**config.mk**
```make
export PLATFORM = sky130hd
export DESIGN_NAME = seg7_to_hex
export DESIGN_NICKNAME = d
export VERILOG_FILES = /design/src/rtl/seg7_to_hex.sv
export SDC_FILE = /design/constraint.sdc
export NUM_CORES = 1
export LEC_CHECK = 0
export CORE_MARGIN = 3
export CORE_UTILIZATION = 49
export CTS_CLUSTER_SIZE = 10
export DETAILED_ROUTE_END_ITERATION = 8
export PLACE_DENSITY = 0.89
export SYNTH_ARGS = -nofsm -noshare
export SYNTH_HDL_FRONTEND = slang
export SYNTH_SLANG_ARGS = --single-unit
```
**constraint.sdc**
```tcl
create_clock -name clk -period 2.31 [get_ports clk]
set_clock_uncertainty 0.15 [all_clocks]
set_input_delay 0.5775 -clock clk [delete_from_list [all_inputs] [get_ports clk]]
set_output_delay 0.5775 -clock clk [all_outputs]
set_load 0.05 [all_outputs]
```
**src/rtl/seg7_to_hex.sv**
```systemverilog
`default_nettype none
// ============================================================================
//  Module      : seg7_to_hex
//  Description : Decodes active-low 7-segment patterns into hex digits and
//                assembles NIBBLES of them, first digit in the MSB, into a word.
//  Revision    : 1.0 - initial release
// ============================================================================
module seg7_to_hex #(
    parameter int NIBBLES = 4
) (
    input  logic                   clk,
    input  logic                   resetn,
    input  logic [6:0]             seg_in,
    input  logic                   seg_valid,
    output logic                   seg_ready,
    output logic [4*NIBBLES-1:0]   word,
    output logic                   word_valid,
    input  logic                   word_ready,
    output logic                   err,
    output logic [7:0]             err_cnt
);

    localparam int               c_CNT_W   = $clog2(NIBBLES + 1);
    localparam logic [c_CNT_W-1:0] c_LAST  = c_CNT_W'(NIBBLES - 1);
    localparam logic [c_CNT_W-1:0] c_ONE   = c_CNT_W'(1);

    localparam logic [1:0] c_IDLE    = 2'd0;
    localparam logic [1:0] c_COLLECT = 2'd1;
    localparam logic [1:0] c_HOLD    = 2'd2;

    logic [1:0]            r_state;
    logic [c_CNT_W-1:0]    r_cnt;
    logic [4*NIBBLES-1:0]  r_word;
    logic                  r_err;
    logic [7:0]            r_err_cnt;

    logic [3:0]            w_nib;
    logic                  w_legal;
    logic                  w_accept;
    logic [4*NIBBLES-1:0]  w_shifted;

    always_comb begin
        w_nib   = 4'h0;
        w_legal = 1'b1;
        case (seg_in)
            7'h40: w_nib = 4'h0;
            7'h79: w_nib = 4'h1;
            7'h24: w_nib = 4'h2;
            7'h30: w_nib = 4'h3;
            7'h19: w_nib = 4'h4;
            7'h12: w_nib = 4'h5;
            7'h02: w_nib = 4'h6;
            7'h78: w_nib = 4'h7;
            7'h00: w_nib = 4'h8;
            7'h10: w_nib = 4'h9;
            7'h08: w_nib = 4'hA;
            7'h03: w_nib = 4'hB;
            7'h46: w_nib = 4'hC;
            7'h21: w_nib = 4'hD;
            7'h06: w_nib = 4'hE;
            7'h0E: w_nib = 4'hF;
            default: w_legal = 1'b0;
        endcase
    end

    // A single-digit word has nothing to shift out, so it is replaced outright.
    generate
        if (NIBBLES == 1) begin : g_single
            assign w_shifted = w_nib;
        end else begin : g_multi
            assign w_shifted = {r_word[4*NIBBLES-5:0], w_nib};
        end
    endgenerate

    assign seg_ready  = (r_state != c_HOLD);
    assign w_accept   = seg_valid && seg_ready;

    always_ff @(posedge clk or negedge resetn) begin
        if (!resetn) begin
            r_state   <= c_IDLE;
            r_cnt     <= '0;
            r_word    <= '0;
            r_err     <= 1'b0;
            r_err_cnt <= 8'd0;
        end else begin
            r_err <= 1'b0;
            if (r_state == c_HOLD) begin
                if (word_ready) begin
                    r_state <= c_IDLE;
                    r_cnt   <= '0;
                end
            end else if (w_accept) begin
                if (w_legal) begin
                    r_word <= w_shifted;
                    r_cnt  <= r_cnt + c_ONE;
                    r_state <= (r_cnt == c_LAST) ? c_HOLD : c_COLLECT;
                end else begin
                    // Bad pattern: drop the partial word but leave r_word as is.
                    r_state <= c_IDLE;
                    r_cnt   <= '0;
                    r_err   <= 1'b1;
                    if (r_err_cnt != 8'hFF) begin
                        r_err_cnt <= r_err_cnt + 8'd1;
                    end
                end
            end
        end
    end

    assign word       = r_word;
    assign word_valid = (r_state == c_HOLD);
    assign err        = r_err;
    assign err_cnt    = r_err_cnt;

endmodule
`default_nettype wire

```
======== Word level (Yosys, flattened, before mapping) ========
Cells that the tools add are included.
operators by class
  add/subtract/negate cells ............... 2
  eq/ne operators ......................... 20
  muxes and demuxes ....................... 14
  bitwise gates (word level) .............. 2
  reduce and logical (&&, ||, !) cells .... 7
operator list
  kind                                                                    count
  4-bit one-hot mux with 15 select lines                                  1
  7-bit equality test (second input constant)                             4
  7-bit by 5-bit equality test with 1-bit output (second input constant)  3
  7-bit by 6-bit equality test with 1-bit output (second input constant)  3
  16-bit OR reduction                                                     1
  7-bit by 2-bit equality test with 1-bit output (second input constant)  2
  7-bit by 4-bit equality test with 1-bit output (second input constant)  2
  3-bit two-way mux                                                       4
  2-bit two-way mux                                                       5
  8-bit by 1-bit adder with 8-bit output (second input constant)          1
  8-bit != test (second input constant)                                   1
  7-bit by 3-bit equality test with 1-bit output (second input constant)  1
  7-bit logical NOT                                                       1
  1-bit two-way mux                                                       4
  4-bit AND reduction                                                     1
  3-bit by 1-bit adder with 3-bit output (second input constant)          1
  3-bit by 2-bit equality test with 1-bit output (second input constant)  1
  3-bit AND reduction                                                     1
  2-bit equality test (second input constant)                             1
  2-bit by 1-bit != test with 1-bit output (second input constant)        1
  2-bit != test (second input constant)                                   1
  1-bit NOT                                                               2
  2-bit AND reduction                                                     1
  2-bit nonzero test                                                      1
  1-bit logical AND                                                       1
word-level totals
  register bits ........................... 30
  bits of input ports ..................... 11
  output and inout port bits .............. 27
  logic and storage cells ................. 50

======== Longest topological paths before layout ========
Gate-level depths: netlist (run 1).
  depth in word-level cells ............... 6
  gate-level depth with buffers ........... 7
  depth with buffers taken out ............ 5

======== Least setup slack after synthesis (run 1) ========
Ideal clock, no wire load.
  path kind ............................... input -> register
  from .................................... in seg_in[6]
  to ...................................... reg r_word[10], in the netlist word[10]
  setup time .............................. 0.128 ns
  data arrival time ....................... 2.397 ns
  data required time ...................... 2.032 ns
  setup slack ............................. -0.365 ns
  cell stages on the path ................. 7
  path buffers ............................ 2
  cells stage by stage .................... buf_2 -> and3_1 -> a32o_1 -> a2111o_1 -> o31ai_4 -> buf_6 -> mux2_1
on the way
  word-level cells in the longest chain between the ends .. 4
  elaborated cells between the ends (all ways) .. 19
  those cells by class .................... 15 x eq/ne; 1 x mux; 3 x reduce/logical
ends and longest elaborated chain
  item                                                                    RTL line  RTL
  start, declared                                                         13        input logic [6:0] seg_in,
  7-bit by 4-bit equality test with 1-bit output (tied with other cells)  45        case (seg_in)
  16-bit OR reduction (no line) *                                         -
  1-bit two-way mux *                                                     45
  3-bit AND reduction (no line) *                                         -
  end signal, assigned                                                    94        r_word <= w_shifted;
  end, declared                                                           33        logic [4*NIBBLES-1:0] r_word;
Mark *: on every way between the ends. The rest lies on a longest branch, timed or not.
A chain may end at the register's enable or synchronous reset.

======== Final worst setup path (run 1) ========
  from .................................... in seg_in[0]
  to ...................................... reg r_word[4], in the netlist word[4]
The elaborated chain is that of the path after synthesis.

==> results of run 1 <==
stage by stage:
stage / power [µW] / setup WS, ns / utilization, % / cells / hold slack (ns)
floorplan: 1460 / -0.233 / - / 156 / 0.132
global placement: 1800 / -0.738 / 73.4 / 259 / 0.314
detailed placement: 1840 / -0.794 / 73.4 / 259 / 0.339
CTS: 2200 / -0.0130 / 80.1 / 273 / 0.364
global route: 2370 / -0.0400 / 82.9 / 273 / 0.408
finish: 2280 / -0.0230 / 82.9 / 273 / 0.376
worst paths after layout:
path / startpoint / endpoint / cells past startpoint
min in group asynchronous: resetn / word[12]$_DFFE_PN0P_ / 2
min: err_cnt[0]$_DFFE_PN0P_ / err_cnt[0]$_DFFE_PN0P_ / 1
min reg2reg: err_cnt[0]$_DFFE_PN0P_ / err_cnt[0]$_DFFE_PN0P_ / 1
max reg2reg: r_state[0]$_DFFE_PN0P_ / err_cnt[6]$_DFFE_PN0P_ / 6
max in group asynchronous: resetn / err_cnt[3]$_DFFE_PN0P_ / 2
max: seg_in[0] / word[4]$_DFFE_PN0P_ / 9
kinds of logic (layout without fill, tap and decap cells):
kind of cell	Yosys count	in the layout
simple gates	55	55
compound gates	30	30
flops	30	30
mux	16	16
buf+inv	15	88
xor+xnor	7	7
fa+ha+maj	3	3
power by group through the flow:
stage,combinational (µW),sequential (µW),clock [µW]
after floorplan,223,1230,0
after global routing,1190,838,339
after global placement,1010,788,0
final,1150,818,311
after CTS,1110,799,292
after detailed placement,1040,805,0
cells in the final DEF (no fill, tap or decap), types with 3 or more instances in the layout:
master and count:
dfrtp_1 30, buf_2 4, buf_6 9, o21ai_0 6, nand2_1 7, mux2_4 14, nor3_1 7, nand3_1 3
ha_1 3, inv_1 5, xor2_1 7, nor4_4 3, nor2_1 7, clkdlybuf4s50_1 11, clkbuf_4 6, buf_4 37
nor4bb_1 3, dlymetal6s2s_1 11, nand4_1 3, a21oi_1 4
synth_stat cells (all sizes together), types with 2 or more instances:
cell type | instances | area (µm²)
a21oi | 4 | 20.0
a22o | 2 | 17.5
a22oi | 2 | 15.0
a32o | 3 | 30.0
and2 | 2 | 12.5
and3 | 2 | 12.5
buf | 6 | 36.3
clkbuf | 4 | 15.0
dfrtp | 30 | 751
ha | 3 | 37.5
inv | 5 | 18.8
mux2 | 16 | 180
nand2 | 8 | 30.0
nand2b | 3 | 18.8
nand3 | 3 | 15.0
nand4 | 3 | 18.8
nor2 | 7 | 26.3
nor2b | 2 | 12.5
nor3 | 8 | 40.0
nor4 | 6 | 37.5
nor4b | 2 | 17.5
nor4bb | 4 | 40.0
o21ai | 8 | 40.0
o31ai | 3 | 36.3
xor2 | 7 | 61.3
routing by layer:
layer | vias up | track usage, %
met4 | 0 | 9.97
li1 | 726 | -
met5 | - | 0
met1 | 837 | 31.4
met3 | 15 | 6.68
met2 | 97 | 44.5
what timing repair did:
| action | in CTS | in global routing |
|---|---|---|
| setup endpoints to repair | 30 | 35 |
| pin swaps | 5 | 7 |
| setup buffers | 6 | 1 |
| cloned | 1 | 0 |
| gates resized for setup | 60 | 25 |
sequential cells by signal (all words and copies together), names as in the netlist:
register,cells
r_cnt,3
err,1
err_cnt,8
r_state,2
word,16
area by class of cell:
type	instances	area [µm²]	area share, %
multi-input combinational	111	1000	38.6
timing repair buffer	76	722	27.8
inverter	5	18.8	0.724
tap	44	55.1	2.12
sequential	30	751	28.9
clock buffer	7	45.0	1.74
worst max-delay path, cell delays in order:
cell	delay [ns]
buf_2	0.17
buf_6	0.14
nor4b_2	0.05
a32o_2	0.23
a2111o_1	0.43
o31ai_4	0.20
buf_6	0.15
buf_12	0.14
mux2_4	0.32
==> flow_summary.ini, run 1 <==
[routing]
vias = 1675
first_iter_violations = 169
ant_nets = 0
routed_via_density = 6.14
drcViolationCount = 0
routed.top_layer = met4
dr_wl_met3_um = 389
drt-pass1-iter-count = 4
wl_met1_um = 2390
wl_per_cell_um = 21.4
wl_met2_um = 2950
drt-total-wl_um = 5850

[timing]
min_period_ns = 2.33
max_slew_margin_pct = 64.5
final_max_slew_viol_count = 0
period_share_pct = 101
fin_ws_ns = -0.0230
hold_viol_final = 0
worstMarginPinSlew_ns = 0.532
tns_ns = -0.0659
setup_viol = 9
fmax_mhz = 429

[global_routing]
antenna_found_initial = 0
grt-ovfl-total = 0
grt_pass1_wl_um = 8220
first_global_vias = 1632
grt_max_degree = 31
grt_use_total_pct = 26.1

[yosys]
synth_xor_area_share_pct = 3.71
synth_simple_gate_area_share_pct = 19.6
synthCells = 156
ys_types = 41
yosys_most_used_dff = dfrtp_1
synth.net_count = 170
muxShareOfSynthArea_pct = 10.9
synth_edf_count = 0
synth_top_family_by_area = simple AND/OR/NAND/NOR gates
ys_warn_count = 0
async_reset_ff_share_pct = 100
seq_area_frac_synth_pct = 45.4
synth_compound_area_share_pct = 13.9
syn-mean-instance-area_um2 = 10.6
ys_seq_elements = 30
synth_fa_ha_area_share_pct = 2.27
syn-cell-area_mm2 = 0.00165

[outcome]
run_status = complete, but fails checks
violations = negative setup slack

[clock_tree]
holdBufCountCts = 0
cts_tree = done
cts_sinks = 30
root_buffer = clkbuf_4
cts_buffers = 5
htree_num_levels = 2
clk_latency_ns = 0.34
cts_max_path_buffers = 2
path_clk_slew_ns = 0.10

[placement]
io_buffers = 37
dpl.hpwl_um = 3200
globalplace.congestion = 0.886
placed_area_mm2 = 0.00230

[die]
rows = 20
io_pins = 38
start_util_pct = 52.8
design.die.area_mm2 = 0.00411
fp.dieH_um = 64.1
die_w_um = 64.1
coreArea_mm2 = 0.00313

[power]
seqPwrFrac_pct = 35.9
switchingPower_uw = 1070
p_sw_share_pct = 47.2
p_clk_share_pct = 13.6
comb_power_share_pct = 50.4
p_int_uw = 1200
ir_drop_mv = 0.722
powerDensity_mw_per_mm2 = 878
leakage_uw = 0.00140

[critical_path]
setup.worst_path.end_class = flop
crit_fanout = 8
worstPathRequired_ns = 2.39
critPathLaunchType = input pin
arrival_ns = 2.42
criticalPathCategory = in2reg
r2r_slack_ns = 0.33

[layout]
antenna_cells = 0
fin_nets = 243
syn2layout_area_growth_pct = 56.9
stdcell_area_mm2 = 0.00259
drive_gt1_share_pct = 40.2
num-fill-cells = 167

[job]
cap_violations = 0

[min_path]
hold_class = reg2reg
Power figures use the tool's default switching activity.
==> inputs of run 2 (changes only) <==
Settings changed: CORE_MARGIN 3 to 1.5.
==> flow_summary.ini, run 2 (synthesis results as in run 1) <==
[outcome]
run_status = complete, but fails checks
violations = negative setup slack

[power]
powerDensity_mw_per_mm2 = 882
ir_drop_mv = 0.646
leakage_uw = 0.00128

[timing]
period_share_pct = 101
max_slew_margin_pct = 65.6
min_period_ns = 2.33
timing.hold.ws_ns = 0.362
hold_viol_final = 0
final_max_slew_viol_count = 0
rsz0062_at_grt = true
worstMarginPinSlew_ns = 0.515
fin_ws_ns = -0.0245
setup_viol = 2
fmax_mhz = 428

[critical_path]
arrival_ns = 2.41
r2r_cells = 6
worstPathRequired_ns = 2.39
critPathLaunchType = input pin
setup.worst_path.end_class = flop
crit_fanout = 7
criticalPathCategory = in2reg

[global_routing]
grt_pass1_wl_um = 7360
first_global_vias = 1626
grt-ovfl-total = 0
grt_max_degree = 31
grt_use_total_pct = 27.2
antenna_found_initial = 0

[clock_tree]
htree_num_levels = 2
holdBufCountCts = 0
root_buffer = clkbuf_4
cts_tree = done
cts_buffers = 5
path_clk_slew_ns = 0.10
clk_latency_ns = 0.34
cts_max_path_buffers = 2
cts_sinks = 30

[routing]
first_iter_violations = 70
ant_nets = 0
vias = 1553
drcViolationCount = 0
drt-pass1-iter-count = 4
wl_per_cell_um = 16.9
routed_via_density = 5.69
drt-total-wl_um = 4620

[die]
io_pins = 38
fp.dieH_um = 61.1
die_w_um = 61.1
rows = 20
coreArea_mm2 = 0.00313
design.die.area_mm2 = 0.00373
start_util_pct = 52.8

[layout]
layout_common_cells = 42 x buf_4, 30 x dfrtp_1, 14 x clkdlybuf4s50_1
stdcell_area_mm2 = 0.00251
drive_gt1_share_pct = 37.1
antenna_cells = 0
post-route-util_pct = 80.1
final_common_cell = buf_4
largest_reg_flops = 16
syn2layout_area_growth_pct = 51.6
fin_nets = 242

[placement]
dpl.hpwl_um = 3150
globalplace.congestion = 0.969
io_buffers = 37
place_worst_setup_slack_ns = -0.856
placed_area_mm2 = 0.00230

[min_path]
hold_depth = 2
hold_class = reg2reg

[job]
cap_violations = 0
run 2: final cells by class:
class / instances / area (µm²)
repair buffers: 75 / 682
clock buffers: 6 / 51.3
inverters: 5 / 18.8
multi-input cells: 111 / 936
fillers: 186 / 622
well taps: 44 / 55.1
clock inverters: 2 / 12.5
flip-flops and latches: 30 / 751
run 2: path summary, 6_finish.rpt:
check | from | endpoint | slack, ns
min | r_cnt[1]$_DFFE_PN0P_ | r_cnt[1]$_DFFE_PN0P_ | 0.36
min in group asynchronous | resetn | r_state[0]$_DFFE_PN0P_ | 0.48
max | seg_in[4] | word[9]$_DFFE_PN0P_ | -0.02
min reg2reg | r_cnt[1]$_DFFE_PN0P_ | r_cnt[1]$_DFFE_PN0P_ | 0.36
max in group asynchronous | resetn | word[8]$_DFFE_PN0P_ | 1.26
max reg2reg | r_state[0]$_DFFE_PN0P_ | err_cnt[6]$_DFFE_PN0P_ | 0.30
run 2: what timing repair did:
action                     CTS  global route
buffers inserted             5             1
pin swaps                    6             2
cloned                       1             0
setup endpoints to repair   34            20
gates resized for setup     41            33
run 2: per-stage QoR:
step                cells  setup TNS, ns  power (µW)
global route          273         -0.113        2320
detailed placement    259         -20.33        1850
CTS                   273              0        2190
global placement      259         -18.52        1800
floorplan             156          -2.43        1460
finish                273        -0.0466        2210
run 2: critical path, cell delays in order:
cell and delay (ns):
buf_4 0.14, and3_4 0.17, a32o_2 0.23, a2111o_1 0.45, o31ai_4 0.25, buf_6 0.15
buf_16 0.12, mux2_1 0.32
run 2: power by group:
group          switching [µW]  internal, µW
combinational             686           394
clock                     191           146
sequential                135           659
run 2: per-layer routing:
metal / share of wire, % / track usage (%)
met1: 41 / 30.9
met2: 52 / 47.1
met3: 4.9 / 6.93
met4: 2.3 / 13.7
met5: 0 / 0
